[src/rtl/shift_pkg.sv]
// Shared types and mode decode helpers for the multi-cycle shift unit.
package shift_pkg;

    typedef enum logic [2:0] {
        MODE_CARRY_L = 3'b000,
        MODE_CARRY_R = 3'b001,
        MODE_CLEAR_L = 3'b010,
        MODE_CLEAR_R = 3'b011,
        MODE_PAR_L   = 3'b100,
        MODE_PAR_R   = 3'b101,
        MODE_RSVD_0  = 3'b110,
        MODE_RSVD_1  = 3'b111
    } mode_e;

    typedef enum logic [1:0] {
        ST_IDLE  = 2'd0,
        ST_SHIFT = 2'd1,
        ST_DONE  = 2'd2
    } state_e;

    typedef enum logic [1:0] {
        FILL_CARRY  = 2'd0,
        FILL_ZERO   = 2'd1,
        FILL_PARITY = 2'd2
    } fill_e;

    function automatic logic is_left(input mode_e m);
        return ~m[0];
    endfunction

    function automatic logic is_reserved(input mode_e m);
        return m[2] & m[1];
    endfunction

    function automatic fill_e fill_sel(input mode_e m);
        fill_e f;
        case (m[2:1])
            2'b00:   f = FILL_CARRY;
            2'b10:   f = FILL_PARITY;
            default: f = FILL_ZERO;
        endcase
        return f;
    endfunction

endpackage

[src/rtl/shift_step.sv]
// Combinational single-bit shift step: one position left or right with mode-selected fill.
module shift_step
    import shift_pkg::*;
#(
    parameter int WIDTH = 8
) (
    input  logic [WIDTH-1:0] data_i,
    input  logic             carry_i,
    input  mode_e            mode_i,
    output logic [WIDTH-1:0] data_o,
    output logic             carry_o
);

    logic fill;

    always_comb begin
        fill = 1'b0;
        case (fill_sel(mode_i))
            FILL_CARRY:  fill = carry_i;
            FILL_PARITY: fill = ^data_i;
            default:     fill = 1'b0;
        endcase

        if (is_left(mode_i)) begin
            carry_o = data_i[WIDTH-1];
            data_o  = {data_i[WIDTH-2:0], fill};
        end else begin
            carry_o = data_i[0];
            data_o  = {fill, data_i[WIDTH-1:1]};
        end
    end

endmodule

[src/rtl/shift_unit.sv]
// Multi-cycle shift unit with start/busy/done handshake.
// Define SHIFT_UNIT_FAST_EN to perform all steps in a single SHIFT cycle via an unrolled chain.
module shift_unit
    import shift_pkg::*;
#(
    parameter int WIDTH = 8,
    parameter int CNT_W = $clog2(WIDTH) + 1
) (
    input  logic             clk,
    input  logic             rst_n,
    input  logic             start,
    input  logic [2:0]       mode,
    input  logic [CNT_W-1:0] amt,
    input  logic [WIDTH-1:0] din,
    input  logic             cin,
    output logic             busy,
    output logic             done,
    output logic             err,
    output logic [WIDTH-1:0] dout,
    output logic             cout,
    output logic             parity
);

    state_e           state_q, state_d;
    logic [WIDTH-1:0] data_q, data_d;
    mode_e            mode_q, mode_d;
    logic [CNT_W-1:0] cnt_q, cnt_d;
    logic             carry_q, carry_d;
    logic [WIDTH-1:0] dout_q, dout_d;
    logic             cout_q, cout_d;
    logic             err_q, err_d;

    mode_e            mode_in;
    logic [CNT_W-1:0] amt_clamp;
    logic             carry_init;

    // Result of the work done in one SHIFT cycle, and whether it finishes the op.
    logic [WIDTH-1:0] sh_data;
    logic             sh_carry;
    logic [CNT_W-1:0] sh_cnt;
    logic             sh_last;

    assign mode_in    = mode_e'(mode);
    assign amt_clamp  = (amt > CNT_W'(WIDTH)) ? CNT_W'(WIDTH) : amt;
    assign carry_init = (fill_sel(mode_in) == FILL_ZERO) ? 1'b0 : cin;

`ifdef SHIFT_UNIT_FAST_EN
    logic [WIDTH-1:0] ch_data  [WIDTH+1];
    logic             ch_carry [WIDTH+1];

    assign ch_data[0]  = data_q;
    assign ch_carry[0] = carry_q;

    for (genvar i = 0; i < WIDTH; i++) begin : g_chain
        logic [WIDTH-1:0] st_data;
        logic             st_carry;

        shift_step #(.WIDTH(WIDTH)) u_step (
            .data_i  (ch_data[i]),
            .carry_i (ch_carry[i]),
            .mode_i  (mode_q),
            .data_o  (st_data),
            .carry_o (st_carry)
        );

        // Stages beyond the requested count pass their input straight through.
        assign ch_data[i+1]  = (cnt_q > CNT_W'(i)) ? st_data  : ch_data[i];
        assign ch_carry[i+1] = (cnt_q > CNT_W'(i)) ? st_carry : ch_carry[i];
    end

    assign sh_data  = ch_data[WIDTH];
    assign sh_carry = ch_carry[WIDTH];
    assign sh_cnt   = '0;
    assign sh_last  = 1'b1;
`else
    shift_step #(.WIDTH(WIDTH)) u_step (
        .data_i  (data_q),
        .carry_i (carry_q),
        .mode_i  (mode_q),
        .data_o  (sh_data),
        .carry_o (sh_carry)
    );

    assign sh_cnt  = cnt_q - CNT_W'(1);
    assign sh_last = (cnt_q == CNT_W'(1));
`endif

    always_comb begin
        state_d = state_q;
        data_d  = data_q;
        mode_d  = mode_q;
        cnt_d   = cnt_q;
        carry_d = carry_q;
        dout_d  = dout_q;
        cout_d  = cout_q;
        err_d   = err_q;

        case (state_q)
            ST_IDLE: begin
                if (start) begin
                    data_d  = din;
                    mode_d  = mode_in;
                    cnt_d   = amt_clamp;
                    carry_d = carry_init;
                    if (is_reserved(mode_in)) begin
                        dout_d  = din;
                        cout_d  = cin;
                        err_d   = 1'b1;
                        state_d = ST_DONE;
                    end else if (amt_clamp == '0) begin
                        dout_d  = din;
                        cout_d  = carry_init;
                        err_d   = 1'b0;
                        state_d = ST_DONE;
                    end else begin
                        state_d = ST_SHIFT;
                    end
                end
            end
            ST_SHIFT: begin
                data_d  = sh_data;
                carry_d = sh_carry;
                cnt_d   = sh_cnt;
                if (sh_last) begin
                    dout_d  = sh_data;
                    cout_d  = sh_carry;
                    err_d   = 1'b0;
                    state_d = ST_DONE;
                end
            end
            ST_DONE: state_d = ST_IDLE;
            default: state_d = ST_IDLE;
        endcase
    end

    always_ff @(posedge clk or negedge rst_n) begin
        if (!rst_n) begin
            state_q <= ST_IDLE;
            data_q  <= '0;
            mode_q  <= MODE_CARRY_L;
            cnt_q   <= '0;
            carry_q <= 1'b0;
            dout_q  <= '0;
            cout_q  <= 1'b0;
            err_q   <= 1'b0;
        end else begin
            state_q <= state_d;
            data_q  <= data_d;
            mode_q  <= mode_d;
            cnt_q   <= cnt_d;
            carry_q <= carry_d;
            dout_q  <= dout_d;
            cout_q  <= cout_d;
            err_q   <= err_d;
        end
    end

    assign busy   = (state_q == ST_SHIFT);
    assign done   = (state_q == ST_DONE);
    assign err    = err_q;
    assign dout   = dout_q;
    assign cout   = cout_q;
    assign parity = ^dout_q;

endmodule

[config.mk]
export PLATFORM = sky130hd
export DESIGN_NAME = shift_unit
export DESIGN_NICKNAME = d
export VERILOG_FILES = /design/src/rtl/shift_pkg.sv /design/src/rtl/shift_step.sv /design/src/rtl/shift_unit.sv
export SDC_FILE = /design/constraint.sdc
export NUM_CORES = 1
export LEC_CHECK = 0
export ABC_AREA = 0
export CAP_MARGIN = 25
export CELL_PAD_IN_SITES_DETAIL_PLACEMENT = 0
export CELL_PAD_IN_SITES_GLOBAL_PLACEMENT = 1
export CORE_MARGIN = 2
export CORE_UTILIZATION = 40
export CTS_BUF_LIST = sky130_fd_sc_hd__clkbuf_8
export CTS_CLUSTER_SIZE = 8
export DETAILED_ROUTE_END_ITERATION = 8
export GPL_TIMING_DRIVEN = 0
export HOLD_SLACK_MARGIN = 0.03
export PLACE_DENSITY = 0.89
export SLEW_MARGIN = 30
export SYNTH_ARGS = -nofsm -noshare
export SYNTH_HDL_FRONTEND = slang
export SYNTH_SLANG_ARGS = --single-unit
[constraint.sdc]
create_clock -name clk -period 1.9 [get_ports clk]
set_clock_uncertainty 0.15 [all_clocks]
set_input_delay 0.285 -clock clk [delete_from_list [all_inputs] [get_ports clk]]
set_output_delay 0.285 -clock clk [all_outputs]
set_load 0.01 [all_outputs]
==> run metrics, run 1 <==
status completed; area delta synth->final 31.79%; Setup WS post-layout 25.63 ps; final setup fails 0; Core ar. 0.003744 sq mm; largest net degree at the start of global routing 29; vias in the first global route 1287; clock network power share 11.5%; Avg Inst Size Synth 10.24 sq um; Mapped Cells 156; commonest non-fill, non-tap cell in the layout dfrtp_1; period utilization 98.65%; ys async rst share 100.0%; Die ar. 0.004516 sq mm; VDD IR max 0.9038 mV; Clock Tree Buf Depth 2; initial antenna violation count 0; post-layout util 56.25%; DRC Markers 0; Inserted Diodes 0; WL per Instance 15.18 um; Worst slew margin 57.53%; final net count 216; CTS tree done; vias per cell 5.264; Fin Setup TNS 0 ps; Pleak 0.9071 nW; max-slew violation count 0; placed cell areas 0.001963 sq mm; final hold violation count 0; Final min period 1874 ps; Worst Max-Slew Pin Slew 637.0 ps; Cell Int Power 2.455 mW; Setup CP Type input pin to flop; initial core utilization 42.68%; clk slew on worst S/H paths 100 ps; Root Driver clkbuf_8; most frequent cells in the layout dfrtp_1, clkdlybuf4s50_1, mux2i_1, mux2_2; CTS buffer count 3; Crit Path Max Fanout 10; Placed Cells 235; H-tree depth 1; Mapped Nets 177; fmax 533.5 MHz; Iter 0 DRT Violations 68; Clock Latency Late Sink 280 ps; Worst setup SP type input pin; MaxCap Viol Count 0; TritonCTS Sinks 28; row cnt 22; EDFF count, synth 0; post-route antenna net violation count 0; Final Instance Area 0.002106 sq mm; Buffers on Ports 31; Post-Synthesis Cell Area 0.001598 sq mm; CP arrival 1900 ps; fraction of layout cells with a size suffix above 1 19.07%; critical path endpoint category flop; P_sw 1.623 mW; WL final 3.674 mm; FF+latch count, synth 28; DIE WIDTH 67.20 um; gp weighted congestion 0.8490; I/O pins 32; leading register cell type out of synthesis dfrtp_1; Pwr Density 1937 mW/mm^2; Place WS -433.1 ps; HP Start carry_q; post-synthesis cell type count 37; DRT Pass-1 Iters 4; Tot Pwr 4.079 mW; Tot GR Track Use 18.38%; Die H 67.20 um; Switching Share 39.80%; worst hold margin 358.7 ps; Layout Cells excl Fill 242; CP Data Required Time 1920 ps; Hold WC Path Type flop to flop; gr ovfl total 0; worst setup path start start; Warnings, synthesis 0; post-detail-place hpwl 2.629 mm; vias after detailed routing 1274; register area share after synthesis 43.85%; Comb pwr share 59.0%; Seq pwr share 29.5%; global-route wire length before repair 6.230 mm; reg-to-reg startpoint cnt_q[0]
==> worst max-delay path, stage by stage <==
cell and delay (ps):
clkdlybuf4s50_1 550, nand2b_1 190, nor2_4 190, a22o_2 210, buf_6 160, mux2_4 310
==> layout make-up <==
class / count / area (sq um)
clock inverter: 1 / 30.03
clock buffer: 3 / 41.29
tap: 48 / 60.06
fill: 337 / 1638
buffer: 7 / 52.55
timing repair buffer: 34 / 326.6
inverter: 10 / 37.54
multi-input combinational: 111 / 857.1
sequential: 28 / 700.7
==> registers in the layout (all words and copies together), names as in the netlist <==
register	cells
dout	8
data_q	8
mode_q	3
cout	1
state_q	2
err	1
carry_q	1
cnt_q	4
==> cells by family after synthesis <==
family	count (synthesis)	share of synthesized area [%]
buffers and inverters	17	5.637
XOR/XNOR	14	7.674
AND/OR/NAND/NOR	34	10.34
flip-flops	28	43.85
adder cells (fa/ha/maj)	2	1.566
multiplexers	25	16.91
AO/OA/AOI/OAI	36	14.02
==> Yosys cell counts (2+ instances only) <==
library cell	instances	area share [%]
a21oi_1	7	2.2
a31oi_1	3	1.2
buf_2	3	0.94
buf_6	3	2.1
dfrtp_1	28	44
ha_1	2	1.6
inv_1	9	2.1
mux2_2	12	8.5
mux2i_1	12	7.5
nand2_1	9	2.1
nand2b_1	3	1.2
nand3_1	2	0.63
nand3b_1	2	0.94
nor2_1	12	2.8
o21ai_0	11	3.4
o21ai_1	3	0.94
o31ai_1	2	0.94
o32ai_1	2	1.1
xnor2_1	13	7.1
==> per-layer routing <==
metal	global-route usage [%]	vias to the layer above	wire (um)
met2	30.69	32	1767
met3	2.167	7	143
li1	-	620	-
met4	7.143	0	70
met1	24.39	615	1693
met5	0	-	0
==> timing repair <==
| action | CTS | global route |
|---|---|---|
| hold buffers | 1 | 0 |
| setup endpoints to repair | 12 | 9 |
| setup buffers | 2 | 0 |
| gates resized for setup | 10 | 4 |
| hold endpoints to repair | 28 | 0 |
| pin swaps | 2 | 2 |
==> path summary, 6_finish.rpt <==
check | slack [ps] | cells past startpoint | end
max | 30 | 6 | dout[6]
min reg2reg | 360 | 2 | carry_q
min in group asynchronous | 410 | 2 | dout[2]
max in group asynchronous | 790 | 2 | dout[5]
min | 360 | 2 | carry_q
max reg2reg | 90 | 5 | dout[6]
==> power groups by stage <==
stage | Combinational (mW) | Clock (mW) | Sequential, mW
finish | 2.41 | 0.471 | 1.20
global route | 2.64 | 0.504 | 1.25
CTS | 2.46 | 0.479 | 1.20
detailed placement | 2.42 | 0 | 1.19
global placement | 2.38 | 0 | 1.17
floorplan | 1.65 | 0 | 1.17
No activity file was read; power rests on OpenSTA's default activity.
==> inputs of run 2 (changes only) <==
Settings changed: CORE_UTILIZATION 40 to 37, PLACE_DENSITY 0.89 to 0.87, REMOVE_ABC_BUFFERS from default to 1.
Clock period 1.9 ns to 1.65 ns, I/O delays scaled along.
==> run 2 against run 1 <==
The run now ends with setup timing left. Core utilization up 0.12 points. Flip-flop and latch count unchanged. Worst hold slack worse by 66 ps. Design area up 9.4%. Clock power down 19%. Via count up 7.1%. Routed wire length up 9.6%. Power up 23%. Count of clock-buffer cells in the layout unchanged. Register-to-register slack worse by 150 ps. Non-clock buffer count up 9. Combinational power up 30%. Critical path type is now flop to primary output.
==> run metrics, run 2 (synthesized netlist as in run 1, its figures left out) <==
final hold violation count 0 (unchanged); final net count 227 (was 216); post-detail-place hpwl 2.526 mm (was 2.629 mm); period utilization 106.0%; Inserted Diodes 0 (unchanged); row cnt 23 (was 22); largest net degree at the start of global routing 29 (unchanged); Iter 0 DRT Violations 66 (was 68); Die H 69.72 um (was 67.20 um); Die ar. 0.004860 sq mm (was 0.004516 sq mm); Tot GR Track Use 16.52% (was 18.38%); unrepaired setup endpoints after global routing true; failing checks setup timing; vias in the first global route 1378 (was 1287); DRC Markers 0 (unchanged); H-tree depth 1 (unchanged); CP arrival 1350 ps (was 1900 ps); Clock Latency Late Sink 280 ps (about the same); WL per Instance 15.85 um (was 15.18 um); worst hold margin 292.6 ps (was 358.7 ps); Crit Path Max Fanout 3 (was 10); WL final 4.027 mm (was 3.674 mm); CP Data Required Time 1250 ps (was 1920 ps); DIE WIDTH 69.72 um (was 67.20 um); area delta synth->final 44.17% (was 31.79%); global-route wire length before repair 6.575 mm (was 6.230 mm); fraction of layout cells with a size suffix above 1 31.86% (was 19.07%); Worst slew margin 56.91% (was 57.53%); CTS buffer count 3 (unchanged); TritonCTS Sinks 28 (unchanged); clk slew on worst S/H paths 90 ps (was 100 ps); gr ovfl total 0 (unchanged); most frequent cells in the layout dfrtp_1, clkdlybuf4s50_1, buf_4 (was dfrtp_1, clkdlybuf4s50_1, mux2i_1, mux2_2); Layout Cells excl Fill 254 (was 242); status complete, but fails checks (was completed); final setup fails 8 (was 0); Pleak 1.053 nW (was 0.9071 nW); Worst setup SP type flop (was input pin); I/O pins 32 (unchanged); Tot Pwr 5.012 mW (was 4.079 mW); DRT Pass-1 Iters 4 (unchanged); Placed Cells 230 (was 235); vias after detailed routing 1364 (was 1274); max-slew violation count 0 (unchanged); Clock Tree Buf Depth 2 (unchanged); Root Driver clkbuf_8 (unchanged); critical path endpoint category primary output (was flop); Worst Max-Slew Pin Slew 646.3 ps (was 637.0 ps); vias per cell 5.370 (was 5.264); Hold WC Path Type input pin to flop (was flop to flop); VDD IR max 0.8204 mV (was 0.9038 mV); fmax 572.0 MHz; initial core utilization 39.10% (was 42.68%); MaxCap Viol Count 0 (unchanged); Core ar. 0.004086 sq mm (was 0.003744 sq mm); initial antenna violation count 0 (unchanged); CTS tree done (unchanged); Pwr Density 2176 mW/mm^2 (was 1937 mW/mm^2); post-route antenna net violation count 0 (unchanged); Buffers on Ports 31 (unchanged); commonest non-fill, non-tap cell in the layout dfrtp_1 (unchanged); Setup WS post-layout -98.37 ps (was 25.63 ps); Setup CP Type flop to primary output (was input pin to flop); Layout fillers 340 (was 337); Final min period 1748 ps; gp weighted congestion 0.7805 (was 0.8490)
==> run 2: worst max-delay path, stage by stage, from the launching register on <==
cell and delay, ps:
dfrtp_1 430, xnor2_1 190, xnor2_1 170, xnor2_1 130, buf_2 140
==> run 2: final timing paths <==
kind	from	slack [ps]	cells after the start	to
worst max-delay path	dout[0]	-100	4	parity
min in group asynchronous	rst_n	370	2	cnt_q[0]
worst min-delay path	amt[0]	290	4	cnt_q[0]
worst min register to register	carry_q	350	2	carry_q
max in group asynchronous	rst_n	520	2	dout[3]
worst max register to register	cnt_q[1]	-60	5	dout[6]
==> run 2: cell type report <==
type                       instances  area (sq um)  share of cell area, %
sequential                        28         708.2                  30.74
clock buffer                       3         41.29                  1.793
inverter                          10         40.04                  1.738
timing repair buffer              50         473.0                  20.53
tap                               50         62.56                  2.716
multi-input combinational        113         978.4                  42.48
==> run 2: power breakdown <==
part / leakage [nW] / internal, mW / switching [mW]
sequential: 0.330 / 1.05 / 0.448
clock: 0.0216 / 0.165 / 0.217
combinational: 0.701 / 1.71 / 1.42
==> run 2: metrics by stage <==
step | setup WS [ps] | TNS, ps | cell area (sq um) | util (%)
floorplan | -176.1 | -2062 | 1545 | -
global placement | -730.8 | -21710 | 1918 | 46.94
detailed placement | -690.8 | -11200 | 1917 | 46.91
CTS | -123.4 | -788.7 | 2126 | 52.02
global route | -168.7 | -1107 | 2303 | 56.37
finish | -98.37 | -427.1 | 2303 | 56.37
==> run 2: what timing repair did <==
action	in CTS	in global routing
buffers inserted	11	7
hold endpoints to repair	28	0
endpoints found under the setup margin	26	26
hold buffers	1	0
resized for setup	22	34
pin swaps	5	14
gates cloned	1	1
==> run 2: routing by layer <==
layer  up-vias  global-route usage, %  wire [um]
met5         -                      0          0
met4         0                  4.487         38
met3         2                  2.616        133
met2        24                  29.49       2109
met1       695                  20.70       1746
li1        643                      -          -
==> inputs of run 3 (changes only) <==
Settings changed: CORE_UTILIZATION 37 to 38, PLACE_DENSITY 0.87 to 0.88, REMOVE_ABC_BUFFERS 1 to default, SYNTH_HIERARCHICAL from default to 1.
==> run 3 against run 2 <==
The run still ends with setup timing left. Combinational power rose by 24%. Sequential share of layout area shrank 1.8 points. Worst hold slack worse by 200 ps. Clock power is 49% higher. Flip-flop and latch count unchanged. Critical path depth increased by 2. Design area is 5.2% higher. Count of clock-buffer cells in the layout unchanged. Critical path type is now flop to flop. Critical endpoint is now dout[0].
==> run metrics, run 3 <==
reg-to-reg startpoint data_q[2] (was cnt_q[1]); row cnt 23 (unchanged); most frequent cells after synthesis dfrtp_1, mux2_2, xnor2_1 (was dfrtp_1, xnor2_1, mux2_2, mux2i_1, nor2_1); Hold EP cnt_q[0] (unchanged); CP peak stage delay 410 ps (was 430 ps); VDD IR max 0.9224 mV (was 0.8204 mV); clock network power share 9.8% (was 7.6%); Cell Int Power 3.602 mW (was 2.924 mW); vias after detailed routing 1355 (was 1364); I/O pins 32 (unchanged); Post-Synthesis Cell Area 0.001619 sq mm (was 0.001598 sq mm); Worst setup SP type flop (unchanged); Mapped Cells 145 (was 156); Place WS -669.9 ps (was -690.8 ps); Tot Pwr 5.824 mW (was 5.012 mW); EDFF count, synth 0 (unchanged); fraction of layout cells with a size suffix above 1 38.68% (was 31.86%); CTS tree done (unchanged); Root Driver clkbuf_8 (unchanged); CP arrival 1910 ps (was 1350 ps); clk slew on worst S/H paths 100 ps (was 90 ps); Hold Path Depth 3 (was 4); HP Start amt[0] (unchanged); TritonCTS Sinks 28 (unchanged); vias in the first global route 1375 (was 1378); Die ar. 0.004799 sq mm (was 0.004860 sq mm); most frequent CP cell xnor2_1 (unchanged); unrepaired setup endpoints after global routing true (unchanged); gp weighted congestion 0.7380 (was 0.7805); period utilization 113.4% (was 106.0%); Comb pwr share 66.8% (was 62.6%); Layout Cells excl Fill 262 (was 254); critical path cell sequence xnor2_1, xnor2_1, xnor2_1, a31oi_1, mux2_4, mux2_4 (was xnor2_1, xnor2_1, xnor2_1, buf_2); FF+latch count, synth 28 (unchanged); fmax 534.4 MHz (was 572.0 MHz); Buffers on Ports 31 (unchanged); Mapped Nets 166; Pleak 1.107 nW (was 1.053 nW); failing checks setup timing (unchanged); Iter 0 DRT Violations 59 (was 66); post-synthesis cell type count 34 (was 37); Placed Cells 226 (was 230); initial antenna violation count 0 (unchanged); post-detail-place hpwl 2.648 mm (was 2.526 mm); Final min period 1871 ps (was 1748 ps); initial core utilization 39.90% (was 39.10%); worst hold margin 90.49 ps (was 292.6 ps); largest net degree at the start of global routing 29 (unchanged); Final Instance Area 0.002422 sq mm (was 0.002303 sq mm); gr ovfl total 0 (unchanged); register area share after synthesis 43.28% (was 43.85%); Setup WS post-layout -221.2 ps (was -98.37 ps); most frequent cells in the layout dfrtp_1, buf_4, mux2_2, clkdlybuf4s50_1, mux2i_1 (was dfrtp_1, clkdlybuf4s50_1, buf_4); cell count of the worst reg-to-reg path 6 (was 5); final setup fails 14 (was 8); Warnings, synthesis 6 (was 0); dominant cell type by area after synthesis dfrtp_1 (unchanged); final net count 234 (was 227); Clock Latency Late Sink 290 ps (was 280 ps); P_sw 2.222 mW (was 2.088 mW); Worst R2R Setup Slack -220 ps (was -60 ps); commonest non-fill, non-tap cell in the layout dfrtp_1 (unchanged); area delta synth->final 49.61% (was 44.17%); Seq pwr share 23.4% (was 29.8%); Worst Max-Slew Pin Slew 646.9 ps (was 646.3 ps); H-tree depth 1 (unchanged); CTS buffer count 3 (unchanged); post-route antenna net violation count 0 (unchanged); global-route wire length before repair 6.541 mm (was 6.575 mm); WL per Instance 16.04 um (was 15.85 um); ys async rst share 100.0% (unchanged); Setup CP Type flop to flop (was flop to primary output); Tot GR Track Use 16.72% (was 16.52%); Pwr Density 2404 mW/mm^2 (was 2176 mW/mm^2); share of the synthesized area in the top cell type 43.28% (was 43.85%); Avg Inst Size Synth 11.17 sq um (was 10.24 sq um); status complete, but fails checks (unchanged); critical path endpoint category flop (was primary output); CP Data Required Time 1680 ps (was 1250 ps); DRT Pass-1 Iters 4 (unchanged); FF-to-FF End dout[0] (was dout[6]); Clock Tree Buf Depth 2 (unchanged); DIE WIDTH 69.28 um (was 69.72 um); Hold WC Path Type input pin to flop (unchanged); Inserted Diodes 0 (unchanged); leading register cell type out of synthesis dfrtp_1 (unchanged); Die H 69.28 um (was 69.72 um); Core ar. 0.004058 sq mm (was 0.004086 sq mm); WL final 4.202 mm (was 4.027 mm); MaxCap Viol Count 0 (unchanged); DRC Markers 0 (unchanged); Switching Share 38.16% (was 41.66%); vias per cell 5.172 (was 5.370); final hold violation count 0 (unchanged); most common cell in the netlist dfrtp_1 (unchanged); Crit-path slowest cell dfrtp_1 (unchanged); max-slew violation count 0 (unchanged); Crit Path Max Fanout 2 (was 3); largest cells by area after synthesis dfrtp_1, mux2_2, mux2i_1 (unchanged); Worst slew margin 56.87% (was 56.91%); placed cell areas 0.001991 sq mm (was 0.001917 sq mm)
run 3: logic make-up (layout without fill, tap and decap cells):
family          count (synthesis)  count (layout)  share of synthesized area [%]
compound gates                 27              27                          11.21
simple gates                   24              24                          9.504
flops                          28              28                          43.28
buf+inv                        18              85                          4.868
xor+xnor                       14              14                          7.574
fa+ha+maj                       2               2                          1.545
mux                            32              32                          22.02
run 3: worst max-delay path: cells and delay by family, from the launching register on:
kind | cells | cell delay, ps
xor gates and xnor gates | 3 | 560
muxes | 2 | 520
AOI/OAI and AO/OA | 1 | 120
DFF | 1 | 410
run 3: power groups by stage:
stage	registers, mW	clock network, mW	logic [mW]
detailed placement	1.39	0	3.01
floorplan	1.37	0	2.04
global placement	1.37	0	2.92
finish	1.37	0.569	3.89
CTS	1.35	0.566	3.44
global route	1.42	0.595	4.20
run 3: timing repair:
action                                  CTS  global route
pin swaps                                14             9
setup buffers                            20            10
endpoints found under the hold margin    28             0
cloned                                    0             1
endpoints found under the setup margin   28            30
hold buffers                              1             0
resized for setup                        39            23
run 3: layout make-up:
type / instances / area, sq um
buffer: 6 / 57.56
clock buffer: 3 / 41.29
clock inverter: 1 / 30.03
fill: 321 / 1635
inverter: 12 / 50.05
multi-input combinational: 99 / 914.6
sequential: 28 / 701.9
tap: 50 / 62.56
timing repair buffer: 63 / 564.3
run 3: through the flow:
step / util, % / TNS, ps
after detailed placement: 49.06 / -10160
after global routing: 59.70 / -3048
after global placement: 49.18 / -17590
after floorplan: - / -541.3
after CTS: 56.49 / -1402
final: 59.70 / -1850
run 3: worst max path at each step:
stage	start	end	slack (ps)	depth (start not counted)
6_report	data_q[2]	dout[0]	-220	6
5_1_grt	data_q[5]	data_q[0]	-260	6
4_1_cts	data_q[3]	dout[0]	-180	6
3_5_place_dp	amt[0]	dout[0]	-670	5
3_3_place_gp	amt[0]	dout[0]	-660	5
2_1_floorplan	amt[0]	dout[0]	-150	4
run 3: layer usage:
metal	wire length, um	up-vias	share of wire, %	track usage, %
met5	0	-	0	0
met4	78	0	1.9	6.318
met3	120	7	2.9	2.035
met2	2182	30	52	29.81
met1	1821	672	43	20.52
li1	-	646	-	-
